==> src/rtl/chunked_add_seq_if.sv <==
// Operand/result handshake bundle for chunked_add_seq.
// N must match the N of the chunked_add_seq instance it is bound to.
interface chunked_add_seq_if #(
    parameter int N = 32
);
    logic         in_valid;
    logic         in_ready;
    logic [N-1:0] a;
    logic [N-1:0] b;
    logic         cin;
    logic         out_valid;
    logic         out_ready;
    logic [N-1:0] sum;
    logic         cout;

    modport master (
        output in_valid,
        output a,
        output b,
        output cin,
        output out_ready,
        input  in_ready,
        input  out_valid,
        input  sum,
        input  cout
    );

    modport slave (
        input  in_valid,
        input  a,
        input  b,
        input  cin,
        input  out_ready,
        output in_ready,
        output out_valid,
        output sum,
        output cout
    );
endinterface

==> src/rtl/chunked_add_seq.sv <==
// N-bit adder built from one W-bit ripple slice reused over N/W cycles,
// LSB chunk first, with a registered carry between chunks.
module chunked_add_seq #(
    parameter int N = 32,
    parameter int W = 8
) (
    input  logic               clk,
    input  logic               rst_n,
    chunked_add_seq_if.slave   io,
    output logic               busy
);
    localparam int NC = N / W;
    localparam int CW = (NC > 1) ? $clog2(NC) : 1;

    if ((W < 1) || (W > N) || ((N % W) != 0)) begin : g_param_err
        $error("chunked_add_seq: N must be a positive multiple of W");
    end

    typedef enum logic [1:0] {
        IDLE = 2'd0,
        RUN  = 2'd1,
        DONE = 2'd2
    } state_t;

    state_t        state_q, state_d;
    logic [N-1:0]  a_q, a_d;
    logic [N-1:0]  b_q, b_d;
    logic [N-1:0]  sum_q, sum_d;
    logic          carry_q, carry_d;
    logic          cout_q, cout_d;
    logic [CW-1:0] cnt_q, cnt_d;

    int            base;
    logic [W-1:0]  slice_a;
    logic [W-1:0]  slice_b;
    logic [W-1:0]  slice_s;
    logic          slice_c;
    logic          last;

    assign base = int'(cnt_q) * W;
    assign last = (cnt_q == CW'(NC - 1));

    // One W-cell full-adder chain; the carry ripples bit by bit.
    always_comb begin
        logic c;
        slice_a = a_q[base +: W];
        slice_b = b_q[base +: W];
        slice_s = '0;
        c       = carry_q;
        for (int i = 0; i < W; i++) begin
            slice_s[i] = slice_a[i] ^ slice_b[i] ^ c;
            c = (slice_a[i] & slice_b[i]) |
                (c & (slice_a[i] ^ slice_b[i]));
        end
        slice_c = c;
    end

    always_comb begin
        state_d = state_q;
        a_d     = a_q;
        b_d     = b_q;
        sum_d   = sum_q;
        carry_d = carry_q;
        cout_d  = cout_q;
        cnt_d   = cnt_q;
        unique case (state_q)
            IDLE: begin
                if (io.in_valid) begin
                    a_d     = io.a;
                    b_d     = io.b;
                    carry_d = io.cin;
                    sum_d   = '0;
                    cnt_d   = '0;
                    state_d = RUN;
                end
            end
            RUN: begin
                sum_d[base +: W] = slice_s;
                carry_d = slice_c;
                // Counter parks on the last chunk instead of wrapping.
                if (last) begin
                    cout_d  = slice_c;
                    state_d = DONE;
                end else begin
                    cnt_d = cnt_q + CW'(1);
                end
            end
            DONE: begin
                if (io.out_ready) begin
                    state_d = IDLE;
                end
            end
            default: state_d = IDLE;
        endcase
    end

    always_ff @(posedge clk or negedge rst_n) begin
        if (!rst_n) begin
            state_q <= IDLE;
            a_q     <= '0;
            b_q     <= '0;
            sum_q   <= '0;
            carry_q <= 1'b0;
            cout_q  <= 1'b0;
            cnt_q   <= '0;
        end else begin
            state_q <= state_d;
            a_q     <= a_d;
            b_q     <= b_d;
            sum_q   <= sum_d;
            carry_q <= carry_d;
            cout_q  <= cout_d;
            cnt_q   <= cnt_d;
        end
    end

    assign io.in_ready  = (state_q == IDLE);
    assign io.out_valid = (state_q == DONE);
    assign io.sum       = sum_q;
    assign io.cout      = cout_q;
    assign busy         = (state_q != IDLE);
endmodule

==> src/flat_wrapper.sv <==
// flat-port wrapper written by rule: the top's interface ports become plain ports
module chunked_add_seq_flat 
#(
    parameter int N = 32,
    parameter int W = 8
)
  (clk, rst_n, busy, io_in_valid, io_a, io_b, io_cin, io_out_ready, io_in_ready, io_out_valid, io_sum, io_cout);
  chunked_add_seq_if #(.N(N)) io_i ();
  input  logic clk;
  input  logic rst_n;
  output logic busy;
  input wire logic [$bits(io_i.in_valid)-1:0] io_in_valid;
  input wire logic [$bits(io_i.a)-1:0] io_a;
  input wire logic [$bits(io_i.b)-1:0] io_b;
  input wire logic [$bits(io_i.cin)-1:0] io_cin;
  input wire logic [$bits(io_i.out_ready)-1:0] io_out_ready;
  output wire logic [$bits(io_i.in_ready)-1:0] io_in_ready;
  output wire logic [$bits(io_i.out_valid)-1:0] io_out_valid;
  output wire logic [$bits(io_i.sum)-1:0] io_sum;
  output wire logic [$bits(io_i.cout)-1:0] io_cout;
  assign io_i.in_valid = io_in_valid;
  assign io_i.a = io_a;
  assign io_i.b = io_b;
  assign io_i.cin = io_cin;
  assign io_i.out_ready = io_out_ready;
  assign io_in_ready = io_i.in_ready;
  assign io_out_valid = io_i.out_valid;
  assign io_sum = io_i.sum;
  assign io_cout = io_i.cout;
  chunked_add_seq #(.N(N), .W(W)) u_core (.clk(clk), .rst_n(rst_n), .io(io_i), .busy(busy));
endmodule
==> config.mk <==
export PLATFORM = sky130hd
export DESIGN_NAME = chunked_add_seq_flat
export DESIGN_NICKNAME = d
export VERILOG_FILES = /design/src/rtl/chunked_add_seq_if.sv /design/src/rtl/chunked_add_seq.sv /design/src/flat_wrapper.sv
export SDC_FILE = /design/constraint.sdc
export NUM_CORES = 1
export LEC_CHECK = 0
export ABC_AREA = 1
export CORE_AREA = 2 2 139 141
export DETAILED_ROUTE_END_ITERATION = 10
export DIE_AREA = 0 0 141 143
export GPL_ROUTABILITY_DRIVEN = 0
export PLACE_DENSITY = 0.5
export SLEW_MARGIN = 20
export SYNTH_ARGS = -nofsm -noshare
export SYNTH_HDL_FRONTEND = slang
export SYNTH_SLANG_ARGS = --single-unit
export TNS_END_PERCENT = 20
==> constraint.sdc <==
create_clock -name clk -period 8.7 [get_ports clk]
set_clock_uncertainty 0.2 [all_clocks]
set_input_delay 1.74 -clock clk [delete_from_list [all_inputs] [get_ports clk]]
set_output_delay 1.74 -clock clk [all_outputs]
set_load 0.05 [all_outputs]
# Word level (Yosys, flattened, before mapping)
# Cells that the tools add are included.
# op_classes
shift	4
bitwise_logic	40
addsub	2
muxes	12
n_reduce_logical	8
n_eq_ne	7
# op_table
operator	count
32-bit case mux with 2 select lines	1
32-bit by 6-bit indexed part select with 8-bit output	2
5-bit negation with 33-bit output	1
8-bit by 33-bit variable shift with 32-bit output (first input constant)	1
8-bit by 33-bit indexed part select with 32-bit output	1
32-bit bitwise mux	1
32-bit 2-to-1 mux	1
1-bit bitwise AND	16
1-bit XOR	16
2-bit 2-to-1 mux	5
1-bit bitwise OR	8
2-bit != test (second input constant)	3
2-bit case mux with 3 select lines	1
2-bit AND reduction	3
3-bit AND reduction	2
2-bit equality test (second input constant)	2
2-bit case mux with 2 select lines	1
2-bit nonzero test	2
2-bit by 1-bit adder with 2-bit output (second input constant)	1
2-bit by 1-bit equality test with 1-bit output (second input constant)	1
2-bit zero test	1
2-bit by 1-bit != test with 1-bit output (second input constant)	1
1-bit case mux with 2 select lines	1
1-bit 2-to-1 mux	1
# word_totals
input_bits	69
ff_bits	102
output_inout_bits	36
elab_cells	80

# Depth between registers and ports, before layout
# logic_depth
word_depth	20
ltp_mapped	21
mapped_depth_nobuf	19

# Worst setup path after synthesis
# Ideal clock, no wire load.
# synth_timing
kind	flip-flop to flip-flop
start	register u_core.cnt_q[0]
end	register u_core.sum_q[15], in the netlist u_core.io.sum[15]
arrival_time_ns	4.238
path_buffers	2
setup_time_ns	0.118
stages_incl_launch_ff	22
synth_period_minus_slack_ns	4.557
t_required_ns	8.382
path_slack_ns	4.143
path_cell_list	dfrtp_1 -> inv_1 -> buf_2 -> buf_2 -> nand2_1 -> nand3_1 -> nand2_1 -> fa_1 -> fa_1 -> fa_1 -> fa_1 -> fa_1 -> inv_1 -> fa_1 -> inv_1 -> fa_1 -> inv_1 -> fa_1 -> nand2_1 -> nor2_1 -> nand2_1 -> nand2_1
# synth_between
elab_chain_cells	20
elab_cells_between_ends	44
classes_between	1 x add/sub; 4 x shift; 2 x mux; 37 x bitwise
# synth_rtl
item	line	rtl
from (decl)	chunked_add_seq.sv:31	logic [CW-1:0] cnt_q, cnt_d;
from (signal assigned)	chunked_add_seq.sv:113	cnt_q <= cnt_d;
32-bit by 6-bit indexed part select with 8-bit output (on tied branches)	chunked_add_seq.sv:46, chunked_add_seq.sv:47	
1-bit XOR	chunked_add_seq.sv:51, chunked_add_seq.sv:53	
1-bit bitwise AND	chunked_add_seq.sv:53	(c & (slice_a[i] ^ slice_b[i]));
1-bit bitwise OR	chunked_add_seq.sv:52	c = (slice_a[i] & slice_b[i]) |
1-bit bitwise AND	chunked_add_seq.sv:53	
1-bit bitwise OR	chunked_add_seq.sv:52	
1-bit bitwise AND	chunked_add_seq.sv:53	
1-bit bitwise OR	chunked_add_seq.sv:52	
(+4 left out)	--	
1-bit bitwise AND	chunked_add_seq.sv:53	
1-bit bitwise OR	chunked_add_seq.sv:52	
1-bit bitwise AND	chunked_add_seq.sv:53	
1-bit bitwise OR	chunked_add_seq.sv:52	
1-bit XOR	chunked_add_seq.sv:51	slice_s[i] = slice_a[i] ^ slice_b[i] ^ c;
8-bit by 33-bit indexed part select with 32-bit output	chunked_add_seq.sv:78	sum_d[base +: W] = slice_s;
32-bit bitwise mux *	chunked_add_seq.sv:78	
32-bit case mux with 2 select lines *	chunked_add_seq.sv:66	unique case (state_q)
to (signal assigned)	chunked_add_seq.sv:110	sum_q <= sum_d;
to (decl)	chunked_add_seq.sv:28	logic [N-1:0] sum_q, sum_d;
# Every way passes the cells marked *; elsewhere a longest branch is shown, timed or not.
# A chain may end at the register's enable or synchronous reset.

# Final worst setup path
# layout_timing
start	register u_core.cnt_q[1]
end	register u_core.sum_q[15], in the netlist u_core.io.sum[15]
# Same word-level chain as after synthesis.

==> results by group <==
Clocking
  • Clock-pin transition on the worst setup and hold timing paths: 0.07 ns
  • H-tree levels: 3
  • Clock latency on the worst-skew pair: 0.35 ns
  • Number of clock buffers inserted by TritonCTS: 9
  • Num Clock Sinks: 102
  • Count of hold-fix buffers inserted at cts: 0
  • Post-CTS setup repair buffer count: 0
  • Maximum clock insertion buffer count: 2
  • Number of instances resized during post-cts repair: 0
  • Buffer cell driving the clock tree root: sky130_fd_sc_hd__clkbuf_16
  • Clock tree from TritonCTS: yes

Critical path
  • Required @ worst endpoint: 8.74 ns
  • Crit Path Max Fanout: 22
  • Worst R2R Setup Slack: 3.50 ns
  • Type of destination of the critical path: flip-flop
  • Start-to-end type of the worst setup path: flip-flop to flip-flop
  • Startpoint types: flip-flop
  • Worst Reg2Reg Path Length in Cells: 18
  • Destination of the worst register-to-register timing path: u_core.io.sum[15]
  • Worst r2r src: u_core.cnt_q[1]
  • Data arrival time of the worst path: 5.24 ns

Power
  • Clk network pwr share: 0.171
  • Internal: 1460 uW
  • Net Sw Frac: 0.467
  • VDD IR max: 0.000183 V
  • Areal power density over the cells: 423 mW/mm^2
  • Fraction of power consumed by combinational cells: 0.526
  • Switching pwr: 1280 uW
  • P_leak: 0.00323 uW
  • Sequential share of power: 0.303

Cells and area
  • # nets final: 787
  • Layout cell share with drive strength beyond 1: 0.0436
  • Final core utilization: 0.350
  • Leading cell types in the layout, fill and taps excluded: sky130_fd_sc_hd__nand2_1 (272), sky130_fd_sc_hd__nand3_1 (127), sky130_fd_sc_hd__clkdlybuf4s50_1 (102), sky130_fd_sc_hd__dfrtp_1 (102), sky130_fd_sc_hd__nor2_1 (26)
  • Final antenna diode count: 0
  • Post-route non-filler standard cell count: 945
  • Commonest non-fill, non-tap cell in the layout: sky130_fd_sc_hd__nand2_1
  • Post-synthesis to final-layout area growth: 30.7%
  • Number of fillers in the final layout: 1905

STA
  • Smallest setup slack after layout: 3.50 ns
  • Peak clock frequency supported by timing: 0.192 GHz
  • Setup-violating endpoint count in the final report: 0
  • Post-Route Setup TNS: 0 ns
  • Slew Limit Headroom: 0.388
  • Worst Hold Slack: 0.276 ns
  • Crit share post-route: 0.598
  • Worst-margin pin slew: 0.918 ns
  • Setup repair after global routing missed its margin: no
  • Time the worst path needs with I/O delays and setup: 5.20 ns
  • Final hold violation count: 0
  • Max-slew violations: 0

Synthesis
  • Share of synthesized area occupied by flip-flops and latches: 0.513
  • Count of flip-flops with a built-in enable after synthesis: 0
  • Synthesized instance count: 623
  • Cells taking the most area after synthesis: sky130_fd_sc_hd__dfrtp_1 (51%), sky130_fd_sc_hd__nand2_1 (21%), sky130_fd_sc_hd__nand3_1 (13%)
  • Primary flip-flop cell chosen by synthesis mapping: sky130_fd_sc_hd__dfrtp_1
  • Netlist area before placement: 0.00497 sq mm
  • Number of nets in the synthesized netlist: 704
  • Largest area contributor in the synthesized netlist: sky130_fd_sc_hd__dfrtp_1
  • Seq cells post-synth: 102
  • Proportion of netlist area held by the largest area contributor: 0.513
  • Post-Syn Area per Cell: 7.98 sq um
  • Share of synthesized registers carrying an async set or reset: 1.00
  • Distinct cell type count of the synthesized netlist: 23
  • Warnings from Yosys: 0

Floorplanning
  • Number of top-level design ports: 105
  • Area of the die: 0.0202 sq mm
  • Initial Utilization: 0.268
  • Placeable core area: 0.0186 sq mm
  • Die span in x: 141 um
  • Row count: 50
  • Vertical extent of the die: 143 um

Drt
  • Final routed DRC violation total: 0
  • Number of DRC markers in iteration 0: 232
  • First-pass iteration count of the detailed router: 4
  • Vias: 4293
  • Mean routed wirelength per cell: 14.4 um
  • Vias per Instance: 4.54
  • Remaining antenna violation count: 0
  • Detailed Route WL: 13.6 mm

Min path
  • Min-Delay Endpoint: u_core.b_q[0]
  • Cell depth of the worst min-delay path: 2
  • Worst hold path type: flip-flop to flip-flop
  • Hold Path Origin: u_core.b_q[0]

Global route
  • Antenna violations before repair: 0
  • First-pass GRT wire length: 22.2 mm
  • GRT Residual Overflow: 0
  • GRT Total Usage: 0.141
  • Pin count of the biggest net entering global routing: 75
  • Via count of the first global-routing pass: 4392

Place
  • Worst setup slack after placement: 3.51 ns
  • Number of input and output port buffers inserted: 104
  • Number of cells after detailed placement: 929
  • Detail Placement HPWL: 9.93 mm

Outcome
  • Result of the run: completed

Job
  • Max-cap violation count: 0
cell usage after synthesis, types with 2 or more instances:
cell and number:
sky130_fd_sc_hd__nor2_1 26, sky130_fd_sc_hd__inv_1 19, sky130_fd_sc_hd__clkbuf_1 8, sky130_fd_sc_hd__nand3_1 127, sky130_fd_sc_hd__nand3_2 2, sky130_fd_sc_hd__dfrtp_1 102
sky130_fd_sc_hd__nand2_1 272, sky130_fd_sc_hd__buf_4 4, sky130_fd_sc_hd__buf_1 4, sky130_fd_sc_hd__nor2_4 3, sky130_fd_sc_hd__o211ai_1 4, sky130_fd_sc_hd__fa_1 8
sky130_fd_sc_hd__buf_2 20, sky130_fd_sc_hd__nor3_1 6, sky130_fd_sc_hd__ha_1 4, sky130_fd_sc_hd__buf_6 2, sky130_fd_sc_hd__o21ai_0 5, sky130_fd_sc_hd__nand4_1 2
through the flow:
| step | cell area [sq um] | total power, uW |
|---|---|---|
| floorplan | 4970 | 1850 |
| global placement | 6140 | 2280 |
| detailed placement | 6140 | 2300 |
| CTS | 6490 | 2780 |
| global route | 6490 | 2990 |
| finish | 6490 | 2750 |
layout make-up:
class,count,area (sq um),share of cell area
clock buffer,13,260,0.0401
clock inverter,3,90.1,0.0139
inverter,20,75.1,0.0116
multi-input combinational,463,2150,0.330
sequential,102,2550,0.393
tap,234,293,0.0451
timing repair buffer,110,1080,0.166
worst max path at each step:
stage / from / slack [ns] / to
after floorplan: u_core.cnt_q[0] / 4.14 / u_core.io.sum[15]
after global placement: u_core.cnt_q[1] / 3.67 / u_core.io.sum[31]
after detailed placement: u_core.cnt_q[1] / 3.51 / u_core.io.sum[15]
after CTS: u_core.cnt_q[1] / 3.50 / u_core.io.sum[15]
after global routing: u_core.cnt_q[1] / 3.15 / u_core.io.sum[15]
final: u_core.cnt_q[1] / 3.50 / u_core.io.sum[15]
cell families after synthesis:
group           synth area share
compound gates            0.0126
fa+ha+maj                 0.0423
buf+inv                   0.0549
flops                      0.513
simple gates               0.377
worst max-delay path: stages, from the launching register on:
cell and delay [ns]:
sky130_fd_sc_hd__dfrtp_1 0.69, sky130_fd_sc_hd__inv_1 0.48, sky130_fd_sc_hd__nand3_1 0.20, sky130_fd_sc_hd__nand2_1 0.09
sky130_fd_sc_hd__fa_1 0.41, sky130_fd_sc_hd__fa_1 0.39, sky130_fd_sc_hd__fa_1 0.40, sky130_fd_sc_hd__fa_1 0.40
sky130_fd_sc_hd__fa_1 0.38, sky130_fd_sc_hd__inv_1 0.08, sky130_fd_sc_hd__fa_1 0.16, sky130_fd_sc_hd__inv_1 0.05
sky130_fd_sc_hd__fa_1 0.36, sky130_fd_sc_hd__inv_1 0.08, sky130_fd_sc_hd__fa_1 0.42, sky130_fd_sc_hd__nand2_1 0.10
sky130_fd_sc_hd__nor2_1 0.06, sky130_fd_sc_hd__nand2_1 0.08, sky130_fd_sc_hd__nand2_1 0.05
sequential cells by signal (all words and copies together), names as in the netlist:
| register | cells |
|---|---|
| u_core.a_q | 32 |
| u_core.b_q | 32 |
| u_core.io.sum | 32 |
| u_core.cnt_q | 2 |
| u_core.state_q | 2 |
| u_core.carry_q | 1 |
| u_core.io.cout | 1 |
per-layer routing:
metal / up-vias / routed length [um] / global-route usage
met5: - / 0 / 0
met3: 13 / 526 / 0.0319
met1: 2020 / 6730 / 0.193
li1: 2161 / - / -
met4: 0 / 171 / 0.0421
met2: 99 / 6190 / 0.225
power groups by stage:
stage	sequential, uW	clock [uW]	combinational (uW)
finish	833	469	1440
global route	859	498	1630
CTS	836	478	1470
detailed placement	842	0	1460
global placement	841	0	1440
floorplan	953	0	894
Power figures use the tool's default switching activity.
